===== src/rtl/gray_bin_conv_pipe_if.sv =====
// Handshake bundle for gray_bin_conv_pipe.
// slave  : converter side (accepts input words, produces output words).
// master : environment side (drives input words, consumes output words).
interface gray_bin_conv_pipe_if #(
  parameter int WIDTH = 8,
  parameter int CNT_W = 16
);
  logic             in_valid;
  logic             in_ready;
  logic             in_mode;
  logic [WIDTH-1:0] in_data;
  logic             out_valid;
  logic             out_ready;
  logic             out_mode;
  logic [WIDTH-1:0] out_data;
  logic [CNT_W-1:0] xfer_cnt;
  logic             adj_err;

  modport slave (
    input  in_valid, in_mode, in_data, out_ready,
    output in_ready, out_valid, out_mode, out_data, xfer_cnt, adj_err
  );

  modport master (
    output in_valid, in_mode, in_data, out_ready,
    input  in_ready, out_valid, out_mode, out_data, xfer_cnt, adj_err
  );
endinterface


===== src/rtl/gray_bin_conv_pipe.sv =====
// Pipelined bidirectional Gray/binary converter with valid/ready on both sides.
// in_mode = 0 converts Gray->binary, in_mode = 1 converts binary->Gray.
// The Gray->binary prefix-XOR chain is split across the STAGES registers,
// MSB side first; binary->Gray is a single XOR level done in the first stage.
// The whole pipeline holds while the output word is stalled.
// Optional macro GRAY_ADJ_CHECK_EN adds a Hamming-distance check between
// consecutive Gray-mode input words, reported on adj_err.
module gray_bin_conv_pipe #(
  parameter int WIDTH  = 8,
  parameter int STAGES = 2,
  parameter int CNT_W  = 16
) (
  input  logic             clk,
  input  logic             rst,
  gray_bin_conv_pipe_if.slave bus
);

  // Number of prefix-XOR bit positions resolved per stage (ceiling division).
  localparam int CHUNK = (WIDTH - 1 + STAGES - 1) / STAGES;

  // One stage worth of conversion work on a partially converted word.
  // For Gray->binary, bits above the stage's chunk are already binary and
  // bits below are still Gray; bit WIDTH-1 needs no work.
  function automatic logic [WIDTH-1:0] conv_step(input logic [WIDTH-1:0] r_in,
                                                 input logic mode,
                                                 input int stage);
    logic [WIDTH-1:0] r;
    r = r_in;
    if (mode) begin
      if (stage == 0) r = r_in ^ (r_in >> 1);
    end else begin
      for (int i = WIDTH - 2; i >= 0; i--) begin
        if (((WIDTH - 2 - i) / CHUNK) == stage) r[i] = r[i+1] ^ r[i];
      end
    end
    return r;
  endfunction

  logic [WIDTH-1:0] data_p [STAGES];
  logic             mode_p [STAGES];
  logic             vld_p  [STAGES];
  logic [CNT_W-1:0] xfer_cnt_q;
  logic             stall;
  logic             accept;

  assign stall         = vld_p[STAGES-1] & ~bus.out_ready;
  assign accept        = bus.in_valid & ~stall;
  assign bus.in_ready  = ~stall;
  assign bus.out_valid = vld_p[STAGES-1];
  assign bus.out_mode  = mode_p[STAGES-1];
  assign bus.out_data  = data_p[STAGES-1];
  assign bus.xfer_cnt  = xfer_cnt_q;

  // Pipeline registers: all stages advance together unless the output is stalled.
  always_ff @(posedge clk) begin
    if (rst) begin
      for (int s = 0; s < STAGES; s++) begin
        vld_p[s]  <= 1'b0;
        mode_p[s] <= 1'b0;
        data_p[s] <= '0;
      end
    end else if (!stall) begin
      vld_p[0]  <= bus.in_valid;
      mode_p[0] <= bus.in_mode;
      data_p[0] <= conv_step(bus.in_data, bus.in_mode, 0);
      for (int s = 1; s < STAGES; s++) begin
        vld_p[s]  <= vld_p[s-1];
        mode_p[s] <= mode_p[s-1];
        data_p[s] <= conv_step(data_p[s-1], mode_p[s-1], s);
      end
    end
  end

  // Accepted-word counter, wraps naturally at 2^CNT_W.
  always_ff @(posedge clk) begin
    if (rst) begin
      xfer_cnt_q <= '0;
    end else if (accept) begin
      xfer_cnt_q <= xfer_cnt_q + CNT_W'(1);
    end
  end

`ifdef GRAY_ADJ_CHECK_EN
  localparam int CW = $clog2(WIDTH + 1);

  function automatic logic [CW-1:0] ones(input logic [WIDTH-1:0] v);
    logic [CW-1:0] n;
    n = '0;
    for (int i = 0; i < WIDTH; i++) n = n + CW'(v[i]);
    return n;
  endfunction

  logic [WIDTH-1:0] prev_gray;
  logic             have_prev;
  logic             adj_err_q;

  // Compare each Gray-mode accept with the previous Gray-mode accept; one-cycle pulse.
  always_ff @(posedge clk) begin
    if (rst) begin
      prev_gray <= '0;
      have_prev <= 1'b0;
      adj_err_q <= 1'b0;
    end else begin
      adj_err_q <= 1'b0;
      if (accept && !bus.in_mode) begin
        if (have_prev && (ones(bus.in_data ^ prev_gray) > CW'(1))) adj_err_q <= 1'b1;
        prev_gray <= bus.in_data;
        have_prev <= 1'b1;
      end
    end
  end

  assign bus.adj_err = adj_err_q;
`else
  assign bus.adj_err = 1'b0;
`endif

endmodule

===== src/flat_wrapper.sv =====
// flat-port wrapper written by rule: the top's interface ports become plain ports
module gray_bin_conv_pipe_flat 
#(
  parameter int WIDTH  = 8,
  parameter int STAGES = 2,
  parameter int CNT_W  = 16
)
  (clk, rst, bus_in_valid, bus_in_mode, bus_in_data, bus_out_ready, bus_in_ready, bus_out_valid, bus_out_mode, bus_out_data, bus_xfer_cnt, bus_adj_err);
  gray_bin_conv_pipe_if #(.WIDTH(WIDTH), .CNT_W(CNT_W)) bus_i ();
  input  logic clk;
  input  logic rst;
  input wire logic [$bits(bus_i.in_valid)-1:0] bus_in_valid;
  input wire logic [$bits(bus_i.in_mode)-1:0] bus_in_mode;
  input wire logic [$bits(bus_i.in_data)-1:0] bus_in_data;
  input wire logic [$bits(bus_i.out_ready)-1:0] bus_out_ready;
  output wire logic [$bits(bus_i.in_ready)-1:0] bus_in_ready;
  output wire logic [$bits(bus_i.out_valid)-1:0] bus_out_valid;
  output wire logic [$bits(bus_i.out_mode)-1:0] bus_out_mode;
  output wire logic [$bits(bus_i.out_data)-1:0] bus_out_data;
  output wire logic [$bits(bus_i.xfer_cnt)-1:0] bus_xfer_cnt;
  output wire logic [$bits(bus_i.adj_err)-1:0] bus_adj_err;
  assign bus_i.in_valid = bus_in_valid;
  assign bus_i.in_mode = bus_in_mode;
  assign bus_i.in_data = bus_in_data;
  assign bus_i.out_ready = bus_out_ready;
  assign bus_in_ready = bus_i.in_ready;
  assign bus_out_valid = bus_i.out_valid;
  assign bus_out_mode = bus_i.out_mode;
  assign bus_out_data = bus_i.out_data;
  assign bus_xfer_cnt = bus_i.xfer_cnt;
  assign bus_adj_err = bus_i.adj_err;
  gray_bin_conv_pipe #(.WIDTH(WIDTH), .STAGES(STAGES), .CNT_W(CNT_W)) u_core (.clk(clk), .rst(rst), .bus(bus_i));
endmodule

===== config.mk =====
export PLATFORM = sky130hd
export DESIGN_NAME = gray_bin_conv_pipe_flat
export DESIGN_NICKNAME = d
export VERILOG_FILES = /design/src/rtl/gray_bin_conv_pipe_if.sv /design/src/rtl/gray_bin_conv_pipe.sv /design/src/flat_wrapper.sv
export SDC_FILE = /design/constraint.sdc
export NUM_CORES = 1
export LEC_CHECK = 0
export ABC_AREA = 1
export ABC_CLOCK_PERIOD_IN_PS = 3000
export CAP_MARGIN = 20
export CORE_ASPECT_RATIO = 1.1
export CORE_MARGIN = 5
export CORE_UTILIZATION = 54
export CTS_CLUSTER_SIZE = 10
export DETAILED_ROUTE_END_ITERATION = 8
export PLACE_DENSITY_LB_ADDON = 0.2
export SKIP_CTS_REPAIR_TIMING = 1
export SLEW_MARGIN = 30
export SYNTH_ARGS = -nofsm -noshare
export SYNTH_HDL_FRONTEND = slang
export SYNTH_SLANG_ARGS = --single-unit

===== constraint.sdc =====
create_clock -name clk -period 3 [get_ports clk]
set_input_delay 0.6 -clock clk [delete_from_list [all_inputs] [get_ports clk]]
set_output_delay 0.6 -clock clk [all_outputs]
set_load 0.02 [all_outputs]

==> results.sh <==
export IMPL_grt_pass1_vias=1315
export IMPL_fp_dieW_um=65.8
export IMPL_nets=282
export IMPL_slowest_delay_ns=0.60
export IMPL_synth_area_leader_cell="edfxtp_1"
export IMPL_ant_nets=0
export IMPL_start_kind="primary input"
export IMPL_power_leakage_nw=0.958
export IMPL_final_setup_worst_slack_ns=0.597
export IMPL_rr_startpoint="u_core.vld_p[0][1]"
export IMPL_cp_common_cell="clkdlybuf4s50_1"
export IMPL_areaGrowthSynthToFinish_pct=25.1
export IMPL_drive_gt1_frac=0.108
export IMPL_p_per_area_nw_per_um2=451
export IMPL_cts_tree="built"
export IMPL_ys_ff_latch=36
export IMPL_cts_root_buf="clkbuf_4"
export IMPL_fin_skew_ns=0.00571
export IMPL_io_buffers=39
export IMPL_core_area_um2=3330
export IMPL_ios=41
export IMPL_dpl_hpwl_um=2390
export IMPL_cts_buffer_depth=2
export IMPL_required_ns=2.40
export IMPL_fillers=271
export IMPL_slew_violations=0
export IMPL_netlist_area_um2=1850
export IMPL_status="finished, final reports clean"
export IMPL_drt_pass1_iter_count=6
export IMPL_slew_headroom=0.625
export IMPL_end_kind="output pin"
export IMPL_cts_sinks=36
export IMPL_synthesis_nets=246
export IMPL_fmax_ghz=0.416
export IMPL_hold_viol=0
export IMPL_initial_core_util=0.556
export IMPL_post_route_period_util=0.801
export IMPL_drc_errors=0
export IMPL_yosys_area_top_type_share=0.325
export IMPL_routabilityCongestion=0.820
export IMPL_drtIter0Drc=74
export IMPL_critPathBufInv=3
export IMPL_num_antenna_cells=0
export IMPL_grt_pass1_wl_um=5580
export IMPL_wl_um=3230
export IMPL_via_per_inst=4.61
export IMPL_crit_type="primary input to output pin"
export IMPL_clk_latency_ns=0.34
export IMPL_grt_overflow=0
export IMPL_final_core_util=0.695
export IMPL_fp_row_count=22
export IMPL_vias=1460
export IMPL_worstPathArrival_ns=1.80
export IMPL_synthTopCellsByArea="edfxtp_1, dfxtp_1, nand2_1"
export IMPL_seqCellArea_um2=921
export IMPL_cap_viol_max_count=0
export IMPL_crit_start="bus_out_ready"
export IMPL_path_clk_slew_ns=0.11
export IMPL_grt_max_degree=21
export IMPL_wl_per_cell_um=10.2
export IMPL_grt_use_total=0.152
export IMPL_slowest_stage="clkdlybuf4s50_1"
export IMPL_numCtsBuffers=5
export IMPL_setup_viol=0
export IMPL_yosysSeqAreaShare=0.498
export IMPL_worst_pin_slew_ns=0.562
export IMPL_irDropWorstVdd_mv=0.230
export IMPL_fin_crit_ns=2.40
export IMPL_path_cells="clkdlybuf4s50_1, inv_2, nand2_2, clkdlybuf4s50_1"
export IMPL_design_die_area_um2=4700
export IMPL_hp_start="u_core.bus.xfer_cnt[9]"
export IMPL_finalPower_mw=1.04
export IMPL_ys_types=28
export IMPL_rsz0062_at_grt="false"
export IMPL_crit_fanout=3
export IMPL_cts_htree_levels=2
export IMPL_die_h_um=71.4
export IMPL_multiInputGateArea_um2=713
export IMPL_antenna_found_initial=0
export IMPL_crit_family="buffers and inverters"
export IMPL_synth_area_per_cell_um2=7.98
export IMPL_fin_tns_setup_ns=0
export IMPL_dp_slack_ns=0.594
export IMPL_synthCells=232
export IMPL_hold_path_class="flop to flop"
export IMPL_synth_warning_count=0
==> layer usage <==
metal	wire, µm	global-route usage
met2	1440	0.233
met4	36	0.0622
met1	1550	0.203
met5	0	0
met3	199	0.0376
==> kinds of logic after synthesis <==
| kind of cell | count (synthesis) | share of synthesized area |
|---|---|---|
| flip-flops | 36 | 0.498 |
| adder cells (fa/ha/maj) | 1 | 0.00676 |
| AO/OA/AOI/OAI | 22 | 0.0710 |
| AND/OR/NAND/NOR | 122 | 0.296 |
| buffers and inverters | 48 | 0.117 |
| XOR/XNOR | 2 | 0.00947 |
| other | 1 | 0.00203 |
==> metrics by stage <==
step                hold WS (ns)  area, µm²  std cells
floorplan                  0.519       1850        232
global placement           0.475       2230        309
detailed placement         0.476       2230        309
CTS                        0.494       2310        317
global route               0.528       2310        317
finish                     0.492       2310        317
==> power by group <==
group | switching, mW | internal (mW) | total (mW)
sequential | 0.0120 | 0.551 | 0.563
combinational | 0.0778 | 0.0657 | 0.143
clock | 0.163 | 0.174 | 0.336
==> synth_stat cells, drive strengths merged <==
library cell,count
nand3,10
nand2,56
clkbuf,1
edfxtp,20
nor3,5
a21oi,13
a211oi,1
a21boi,1
inv,36
ha,1
nand3b,1
dfxtp,16
nor2,41
xnor2,2
o21bai,2
conb,1
nand4,7
buf,11
o21ai,5
and3,2
==> tightest hold or removal path, cell delays in order (launching register included) <==
cell and delay (ns):
dfxtp_1 0.35, inv_1 0.06, a21oi_1 0.05
==> worst paths after layout <==
check,endpoint,slack (ns),cells past startpoint
min,u_core.bus.xfer_cnt[9],0.49,2
min reg2reg,u_core.bus.xfer_cnt[9],0.49,2
max reg2reg,u_core.data_p[0][9],1.52,5
max,bus_in_ready,0.60,4
==> cell type report <==
cell class	count	area share
clock inverters	3	0.0184
repair buffers	41	0.175
multi-input cells	148	0.308
well taps	48	0.0259
flip-flops and latches	36	0.398
inverters	36	0.0584
clock buffers	5	0.0162
==> registers in the layout, indices dropped and copies added, names as in the netlist <==
register / cells
u_core.bus.xfer_cnt: 16
u_core.data_p: 16
u_core.mode_p: 2
u_core.vld_p: 2
==> cell usage in the layout, fill, tap and decap left out, types with 3 or more instances in the layout <==
cell type,count
nand2_1,52
clkdlybuf4s50_1,39
nor2_1,35
inv_1,31
edfxtp_1,20
dfxtp_1,16
a21oi_1,13
nand3_1,10
nand4_1,7
inv_2,5
clkbuf_4,5
o21ai_0,4
nor3_1,4
nor2_2,4
nand2_2,3
Power figures use the tool's default switching activity.
